### config.mk
export PLATFORM = sky130hd
export DESIGN_NAME = act_skew_scheduler
export DESIGN_NICKNAME = d
export VERILOG_FILES = /design/src/rtl/vTPU_pkg.sv /design/src/rtl/act_skew_window.sv /design/src/rtl/act_skew_scheduler.sv
export SDC_FILE = /design/constraint.sdc
export NUM_CORES = 1
export LEC_CHECK = 0
export CORE_MARGIN = 5
export CORE_UTILIZATION = 50
export DETAILED_ROUTE_END_ITERATION = 6
export PLACE_DENSITY = 0.76
export REMOVE_ABC_BUFFERS = 1
export SYNTH_ARGS = -nofsm -noshare
export SYNTH_HDL_FRONTEND = slang
export SYNTH_SLANG_ARGS = --single-unit
### constraint.sdc
create_clock -name clk -period 7 [get_ports clk]
set_input_delay 1.4 -clock clk [delete_from_list [all_inputs] [get_ports clk]]
set_output_delay 1.4 -clock clk [all_outputs]
set_load 0.05 [all_outputs]
### src/rtl/vTPU_pkg.sv
// Shared vTPU array geometry and the activation skew scheduler's state encoding.
package vTPU_pkg;

  localparam int MUL_DATAWIDTH = 8;
  localparam int M             = 1;
  localparam int BETA          = 1;
  localparam int X_SCALED      = 8;
  localparam int ROW_W         = MUL_DATAWIDTH * M * BETA;
  localparam int K_W           = 16;
  localparam int DRAIN_CYCLES  = 16;

  typedef enum logic [1:0] {
    IDLE   = 2'd0,
    STREAM = 2'd1,
    FLUSH  = 2'd2,
    DONE   = 2'd3
  } sched_state_t;

endpackage

### src/rtl/act_skew_window.sv
// Combinational diagonal window: row i is active while i <= c < i+k.
// Compares run one bit wider than c so i+k never wraps for the largest k.
module act_skew_window #(
  parameter int X_SCALED = 8,
  parameter int K_W      = 16
) (
  input  logic [K_W:0]        c,
  input  logic [K_W-1:0]      k,
  output logic [X_SCALED-1:0] active
);

  always_comb begin
    active = '0;
    for (int i = 0; i < X_SCALED; i++) begin
      active[i] = ({1'b0, c} >= (K_W+2)'(i)) &&
                  ({1'b0, c} <  ((K_W+2)'(i) + {2'b00, k}));
    end
  end

endmodule

### src/rtl/act_skew_scheduler.sv
// Tile FSM streaming skewed activation rows into the systolic array: pops are
// combinational, array operands registered (pop at t -> operand at t+1), global stall keeps skew.
module act_skew_scheduler #(
  parameter int X_SCALED     = vTPU_pkg::X_SCALED,
  parameter int ROW_W        = vTPU_pkg::ROW_W,
  parameter int K_W          = vTPU_pkg::K_W,
  parameter int DRAIN_CYCLES = vTPU_pkg::DRAIN_CYCLES
) (
  input  logic                      clk,
  input  logic                      rst_n,
  input  logic                      start,
  input  logic [K_W-1:0]            cfg_k_len,
  input  logic                      acc_ready,
  input  logic [X_SCALED*ROW_W-1:0] fifo_data,
  input  logic [X_SCALED-1:0]       fifo_empty,
  output logic [X_SCALED-1:0]       fifo_pop,
  output logic [X_SCALED*ROW_W-1:0] acc_in,
  output logic [X_SCALED-1:0]       acc_valid,
  output logic                      acc_step,
  output logic                      busy,
  output logic                      stall,
  output logic                      done
);
  import vTPU_pkg::*;

  sched_state_t              state_q, state_d;
  logic [K_W-1:0]            k_q, k_d;
  logic [K_W:0]              c_q, c_d;
  logic [K_W:0]              d_q, d_d;
  logic [X_SCALED*ROW_W-1:0] acc_in_q, acc_in_d;
  logic [X_SCALED-1:0]       acc_valid_q, acc_valid_d;
  logic                      acc_step_q, acc_step_d;

  logic [X_SCALED-1:0]       active;
  logic                      in_stream;
  logic                      advance;
  logic [K_W:0]              last_c;

  act_skew_window #(
    .X_SCALED (X_SCALED),
    .K_W      (K_W)
  ) u_window (
    .c      (c_q),
    .k      (k_q),
    .active (active)
  );

  // Final stream step index is k+X_SCALED-2; k>=1 whenever STREAM is entered.
  assign last_c    = {1'b0, k_q} + (K_W+1)'(X_SCALED - 2);
  assign in_stream = (state_q == STREAM);
  assign stall     = in_stream && (!acc_ready || |(active & fifo_empty));
  assign advance   = in_stream && !stall;

  always_ff @(posedge clk) begin
    if (!rst_n) begin
      state_q     <= IDLE;
      k_q         <= '0;
      c_q         <= '0;
      d_q         <= '0;
      acc_in_q    <= '0;
      acc_valid_q <= '0;
      acc_step_q  <= 1'b0;
    end else begin
      state_q     <= state_d;
      k_q         <= k_d;
      c_q         <= c_d;
      d_q         <= d_d;
      acc_in_q    <= acc_in_d;
      acc_valid_q <= acc_valid_d;
      acc_step_q  <= acc_step_d;
    end
  end

  always_comb begin
    state_d = state_q;
    k_d     = k_q;
    c_d     = c_q;
    d_d     = d_q;
    unique case (state_q)
      IDLE: begin
        if (start) begin
          k_d     = cfg_k_len;
          c_d     = '0;
          state_d = (cfg_k_len != '0) ? STREAM : DONE;
        end
      end
      STREAM: begin
        if (advance) begin
          c_d = c_q + 1'b1;
          if (c_q == last_c) begin
            state_d = FLUSH;
            d_d     = '0;
          end
        end
      end
      FLUSH: begin
        d_d = d_q + 1'b1;
        if (d_q == (K_W+1)'(DRAIN_CYCLES - 1)) begin
          state_d = DONE;
        end
      end
      DONE: begin
        state_d = IDLE;
      end
      default: state_d = IDLE;
    endcase
  end

  // Stalled cycles emit no step and keep the last operands on the row inputs.
  always_comb begin
    fifo_pop    = advance ? active : '0;
    acc_step_d  = advance;
    acc_valid_d = advance ? active : '0;
    acc_in_d    = acc_in_q;
    if (advance) begin
      for (int i = 0; i < X_SCALED; i++) begin
        acc_in_d[i*ROW_W +: ROW_W] = active[i] ? fifo_data[i*ROW_W +: ROW_W] : '0;
      end
    end
  end

  assign acc_in    = acc_in_q;
  assign acc_valid = acc_valid_q;
  assign acc_step  = acc_step_q;
  assign busy      = (state_q != IDLE);
  assign done      = (state_q == DONE);

endmodule

# ---- Word-level counts from Yosys, hierarchy flattened
# Index checks and enable logic that the tools add are counted.
dict set report word_totals {
  elab_cells 85
  output_inout_bits 84
  ff_bits 125
}
dict set report classes {
  bitwise 1
  n_mux 21
  eq_ne 9
  reduce_logical 22
  addsub 10
  magnitude_cmp 15
}
# cell count
set ops {}
lappend ops {{less-than comparator 17 x 18 -> 1 bit} 7}
lappend ops {{2-to-1 mux 8 bit} 9}
lappend ops {{adder 3 x 16 -> 17 bit (first input constant)} 4}
lappend ops {{greater-or-equal comparator 17 x 3 -> 1 bit (second input constant)} 4}
lappend ops {{2-to-1 mux 17 bit} 4}
lappend ops {{case mux 17 bit (2 select lines)} 2}
lappend ops {{adder 17 x 1 -> 17 bit (second input constant)} 2}
lappend ops {{adder 2 x 16 -> 17 bit (first input constant)} 2}
lappend ops {{greater-or-equal comparator 17 x 2 -> 1 bit (second input constant)} 2}
lappend ops {{adder 1 x 16 -> 17 bit (first input constant)} 1}
lappend ops {{adder 16 x 3 -> 17 bit (second input constant)} 1}
lappend ops {{equality test 17 bit} 1}
lappend ops {{equality test 17 x 4 -> 1 bit (second input constant)} 1}
lappend ops {{greater-or-equal comparator 17 x 1 -> 1 bit (second input constant)} 1}
lappend ops {{less-than comparator 17 x 16 -> 1 bit} 1}
lappend ops {{nonzero test 16 bit} 1}
lappend ops {{2-to-1 mux 2 bit} 5}
lappend ops {{logical AND 1 bit} 9}
lappend ops {{bitwise AND 8 bit} 1}
lappend ops {{case mux 2 bit (4 select lines)} 1}
lappend ops {{OR reduction 8 bit} 1}
lappend ops {{AND reduction 3 bit} 2}
lappend ops {{nonzero test 2 bit} 3}
lappend ops {{equality test 2 bit (second input constant)} 2}
lappend ops {{other kinds (8)} 11}

# ---- Longest topological paths before layout
dict set report logic_depth {
  ltp_word 11
  depth_mapped 20
  ltp_nobuf 16
}

# ---- By module
# Synthesis repeated with hierarchy kept, for this count alone.
dict set report hier_totals {
  hier_cells 1293
  hier_area_um2 10247.3
}
# mod cells_per_inst n_inst area_each_um2
set modules_own_cells {}
lappend modules_own_cells {act_skew_scheduler 706 1 5859.4}
lappend modules_own_cells {act_skew_window 587 1 4388.0}

# ---- Worst setup path before layout
# Ideal clock, no wire load.
dict set report synth_timing {
  path_kind {register -> output}
  start {register k_q[1]}
  end {output port stall}
  t_arrival_ps 4177
  path_slack_ps 1423
  required_ps 5600
  stages_incl_launch_ff 16
  n_path_buf 1
  path_cell_list {dfxtp_1 > clkbuf_1 > inv_1 > ha_1 > a21boi_0 > or3_1 > nor3_1 > nand2_1 > xnor2_1 > ha_1 > a21o_1 > a221o_1 > a221oi_1 > a22o_1 > nor3_1 > nor2_1}
}
dict set report synth_between {
  elab_chain_len 7
  word_cells_on_any_way 26
  classes_between {add/sub (7); order compare (8); bitwise (1); reduce/logical (10)}
}
# item line
set synth_lines {}
lappend synth_lines {{from (decl)} act_skew_scheduler.sv:27} ;# logic [K_W-1:0] k_q, k_d;
lappend synth_lines {{from (signal assigned)} act_skew_scheduler.sv:65} ;# k_q <= k_d;
lappend synth_lines {{adder 1 x 16 -> 17 bit, or another cell as far along} act_skew_window.sv:16} ;# ({1'b0, c} < ((K_W+2)'(i) + {2'b00, k}));
lappend synth_lines {{less-than comparator 17 x 18 -> 1 bit} act_skew_window.sv:16}
lappend synth_lines {{logical AND 1 bit} act_skew_window.sv:15} ;# active[i] = ({1'b0, c} >= (K_W+2)'(i)) &&
lappend synth_lines {{bitwise AND 8 bit *} act_skew_scheduler.sv:51} ;# assign stall = in_stream && (!acc_ready || |(active & fifo_empty));
lappend synth_lines {{OR reduction 8 bit *} act_skew_scheduler.sv:51}
lappend synth_lines {{logical OR 1 bit *} act_skew_scheduler.sv:51}
lappend synth_lines {{logical AND 1 bit *} act_skew_scheduler.sv:51}
lappend synth_lines {{to (decl)} act_skew_scheduler.sv:21} ;# output logic stall,
# Every way passes the cells marked *; elsewhere a longest branch is shown, timed or not.

# ---- Worst setup path in the final report
dict set report layout_timing {
  start {register k_q[2]}
  end {output port fifo_pop[7]}
}
dict set report layout_between {
  elab_chain_len 10
  word_cells_on_any_way 29
  classes_between {add/sub (7); order compare (8); mux (1); bitwise (1); reduce/logical (12)}
}
# item line
set layout_lines {}
lappend layout_lines {{adder 1 x 16 -> 17 bit, or another cell as far along} act_skew_window.sv:16}
lappend layout_lines {{less-than comparator 17 x 18 -> 1 bit} act_skew_window.sv:16}
lappend layout_lines {{logical AND 1 bit} act_skew_window.sv:15}
lappend layout_lines {{bitwise AND 8 bit} act_skew_scheduler.sv:51}
lappend layout_lines {{OR reduction 8 bit} act_skew_scheduler.sv:51}
lappend layout_lines {{logical OR 1 bit} act_skew_scheduler.sv:51}
lappend layout_lines {{logical AND 1 bit} act_skew_scheduler.sv:51}
lappend layout_lines {{logical NOT 1 bit} act_skew_scheduler.sv:52} ;# assign advance = in_stream && !stall;
lappend layout_lines {{logical AND 1 bit} act_skew_scheduler.sv:52}
lappend layout_lines {{2-to-1 mux 8 bit *} n/a}
lappend layout_lines {{to (decl)} act_skew_scheduler.sv:16} ;# output logic [X_SCALED-1:0] fifo_pop,
# Marks and branches as above.

==> run summary <==
The run finished with clean final reports. The number of nets in the layout is 1,658. The repair_antennas step left the layout with diodes totalling 0. The combinational fraction of design power came out at 30.6%. After detailed routing, the number of vias per cell comes to 5.95. The final worst-path cycle share came out at 94.5%. The clock buffer count from CTS came out at 17. The routed via count came out at 10,121. The floorplan die height is 151 um.

The growth of design area from synthesis to finish came out at 27.4%. The placer's final routability congestion estimate came out at 1.03. Timing would allow up to 151 MHz. The post-synthesis instance area is 9890 um^2. By area the synthesized netlist is led by dfxtp_1 25%, ha_1 18%, xnor2_1 7.5%.

The setup slack of the worst register-to-register path is 1.47 ns. The most common cell in the synthesized netlist is nand2_1. The via count of the first global-routing pass is 9,579.

The number of sinks on the clock net is 125. At the pin with the least slew margin, the transition time is 1.26 ns. Global routing finished with a remaining overflow of 0. The sequential share of power is 30.1%.

Entering global routing, the biggest net connects 93 pins. The number of remaining DRC errors came out at 0. The DRC violation total after the first TritonRoute iteration came out at 994. For this run, the register share of the synthesized area comes to 25.3%.

The unique cell type count in the Yosys netlist is 71. The initial antenna violation count is 1. Global routing used 28.9% of the available tracks. The top flip-flop cell by instance count after synthesis is dfxtp_1. The biggest area contributor in the post-synthesis netlist is dfxtp_1. Detailed placement ended at an HPWL of 25.2 mm. The analysis attributes to cell leakage a power of 4.76 nW.

The worst hold slack across all endpoints is 0.448 ns. The slowest stage of the critical path is the dfxtp_1 cell. The data required time of the critical path came out at 5.60 ns. At the later pin of the worst-skew pair, clock insertion delay measures 0.43 ns. The clock period minus final worst setup slack came out at 6.61 ns.

The number of enable flip-flop cells after synthesis came out at 0. The average cell area after synthesis is 7.74 um^2. The final count of pins violating max slew came out at 0. The clock tree synthesis step divided the H-tree into 4 levels. The post-synthesis cell count came out at 1,277. The core footprint is 19,500 um^2. The share of final-layout standard cells stronger than drive strength 1 came out at 6.27%. Broken down by cell family, the worst path's largest delay share belongs to simple AND/OR/NAND/NOR gates. The worst reg2reg path depth is 13. Once the floorplan was initialized, standard cells occupied 50.8% of the core. In the final routed layout, each cell accounts on average for 19.7 um. The filler cell count came out at 1,647. The number of maximum-capacitance constraint violations came out at 0. The number of setup buffers added after CTS is 0.

Setup repair after global routing left no endpoint under its margin. In the final timing run, aggregate negative setup slack is 0 ns. The final number of hold-violating endpoints came out at 0. The worst hold path was traced through 2 stages. For this run, asynchronously set or reset flops after synthesis account for 0%.

The worst hold path terminates at acc_in[50]$_SDFFE_PN0N_. Clock tree synthesis selected as its root buffer the cell clkbuf_16. In this run the worst hold path is classified as flop to flop.

Together, buffers and inverters on the worst path number 2. The maximum root-to-sink buffer count is 2. On the final layout, the worst clock skew is 0.0136 ns.

Sorting the synthesized cells by how often they occur yields 197 x nand2_1, 144 x ha_1, 137 x a21oi_1. The setup path with the least slack is of type flop to output pin. In this run the remaining antenna-violating nets after routing total 0.

The proportion of netlist area held by the largest area contributor is 25.3%. The switching fraction of total power came out at 35.6%. The CTS tree is built. Clock-pin slew was measured on the worst setup and hold paths at 0.07 ns.

The die footprint is 22,700 um^2. The final setup violation count is 0. The die outline width came out at 151 um.

The largest driver fanout on the critical path is 54. In this run the most critical hold path is launched from acc_in[50]$_SDFFE_PN0N_. The internal power came out at 1.66 mW. The floorplan has 51 rows. The signal arrival time at the worst endpoint came out at 5.21 ns. The relative slew slack came out at 14.8%. The highest ir drop seen on vdd is 0.196 mV.

The routed wire length is 33.4 mm. The first global-routing pass estimated 51.5 mm of wire. The signal on the critical path passes through ha_1 -> nand3_1 -> nor2_1 -> and2_1 -> nand2_1 -> ha_1 -> nand3_1 -> or4_1 -> o211ai_2 -> o2111ai_4 -> nor4_4 -> buf_6 -> and2_1 -> buf_4. The type of element launching the critical path is a flop. The total of flip-flops plus latches after synthesis came out at 125.

The clock network is responsible for 39.3% of the overall power. The number of top-level pins is 176. The count of input and output buffers is 175. In this run the critical register-to-register path is launched from k_q[2]$_SDFFE_PN0P_. In this design, the stage delay of the slowest critical-path cell is 0.59 ns. The number of warnings reported in the yosys synthesis log came out at 0.

The analysis attributes to net switching a power of 918 uW. The sort of element at the end of the critical path is an output pin. The power density of the placed cells is 204 nW/um^2. The count of TritonRoute iterations in the first routing pass is 5. The total number of cells along the worst setup path is 14. The reg-to-reg critical path endpoint is d_q[6]$_SDFFE_PN0P_.
==> state kept, by name, indices dropped and copies added, names as in the netlist <==
signal,flops
acc_step,1
state_q,2
acc_in,64
acc_valid,8
c_q,17
d_q,17
k_q,16
==> cell type report <==
class	instances	area, um^2	share of cell area (%)
clock inverter	15	236	1.88
timing repair buffer	199	1970	15.7
tap	265	332	2.63
clock buffer	17	425	3.38
multi-input combinational	1036	6960	55.3
inverter	43	161	1.28
sequential	125	2500	19.9
==> logic make-up after synthesis <==
family          after synthesis  synth area share (%)
compound gates              271                  17.8
xor+xnor                     87                  7.71
fa+ha+maj                   144                  18.2
buf+inv                     116                  4.49
flops                       125                  25.3
mux                           6                 0.620
simple gates                528                  25.8
==> per-layer routing <==
metal  global-route usage (%)  part of all wire [%]
met4                     10.1                   3.2
met3                     6.41                   8.2
met1                     39.3                    43
met2                     45.1                    46
met5                        0                 0.039
==> repair_timing <==
| action | in CTS | in global routing |
|---|---|---|
| endpoints found under the setup margin | 0 | 8 |
| gates resized for setup | 0 | 5 |
| hold buffers | 0 | 0 |
==> worst register-to-register path, delay by kind of cell (launching register included) <==
kind | cells | cell delay (ns)
simple gates | 7 | 2.17
fa+ha+maj | 2 | 0.72
compound gates | 4 | 1.98
flops | 1 | 0.59
==> cells in the final DEF, fill, tap and decap left out, types with 6 or more instances in the layout <==
master	instances
o2111ai_1	6
o311ai_0	8
and3_1	19
a21oi_1	137
ha_1	144
dfxtp_1	125
nor2_1	68
nand2_1	197
or3_1	9
nor4_1	15
and2_1	13
and4_1	8
nor2b_1	6
o21ai_0	22
nor3_1	28
a21o_1	13
buf_4	26
clkbuf_16	17
xnor2_1	85
a31oi_1	16
nand4_1	26
nand3_1	112
inv_1	35
clkdlybuf4s50_1	166
==> power groups by stage <==
stage	clock network (mW)	registers, mW	logic, mW
after CTS	1.02	0.773	0.776
after floorplan	0	0.813	0.467
after detailed placement	0	0.789	0.770
final	1.01	0.775	0.787
after global routing	1.05	0.779	0.856
after global placement	0	0.788	0.760
==> stage by stage <==
step	power, mW	utilization, %	cells	setup WS [ns]	instance area (um^2)
floorplan	1.28	-	1204	-1.16	9610
global placement	1.55	61.2	1668	0.725	11900
detailed placement	1.56	61.2	1668	0.636	11900
CTS	2.57	64.6	1700	0.149	12600
global route	2.69	64.7	1700	0.0930	12600
finish	2.58	64.7	1700	0.386	12600
==> worst max path at each step <==
| stage | start | endpoint | slack [ns] |
|---|---|---|---|
| after global routing | k_q[2]$_SDFFE_PN0P_ | fifo_pop[2] | 0.09 |
| after global placement | k_q[1]$_SDFFE_PN0P_ | stall | 0.72 |
| after detailed placement | k_q[1]$_SDFFE_PN0P_ | stall | 0.64 |
| after floorplan | k_q[2]$_SDFFE_PN0P_ | fifo_pop[0] | -1.16 |
| after CTS | k_q[1]$_SDFFE_PN0P_ | stall | 0.15 |
| final | k_q[2]$_SDFFE_PN0P_ | fifo_pop[7] | 0.39 |
Power figures use the tool's default switching activity.
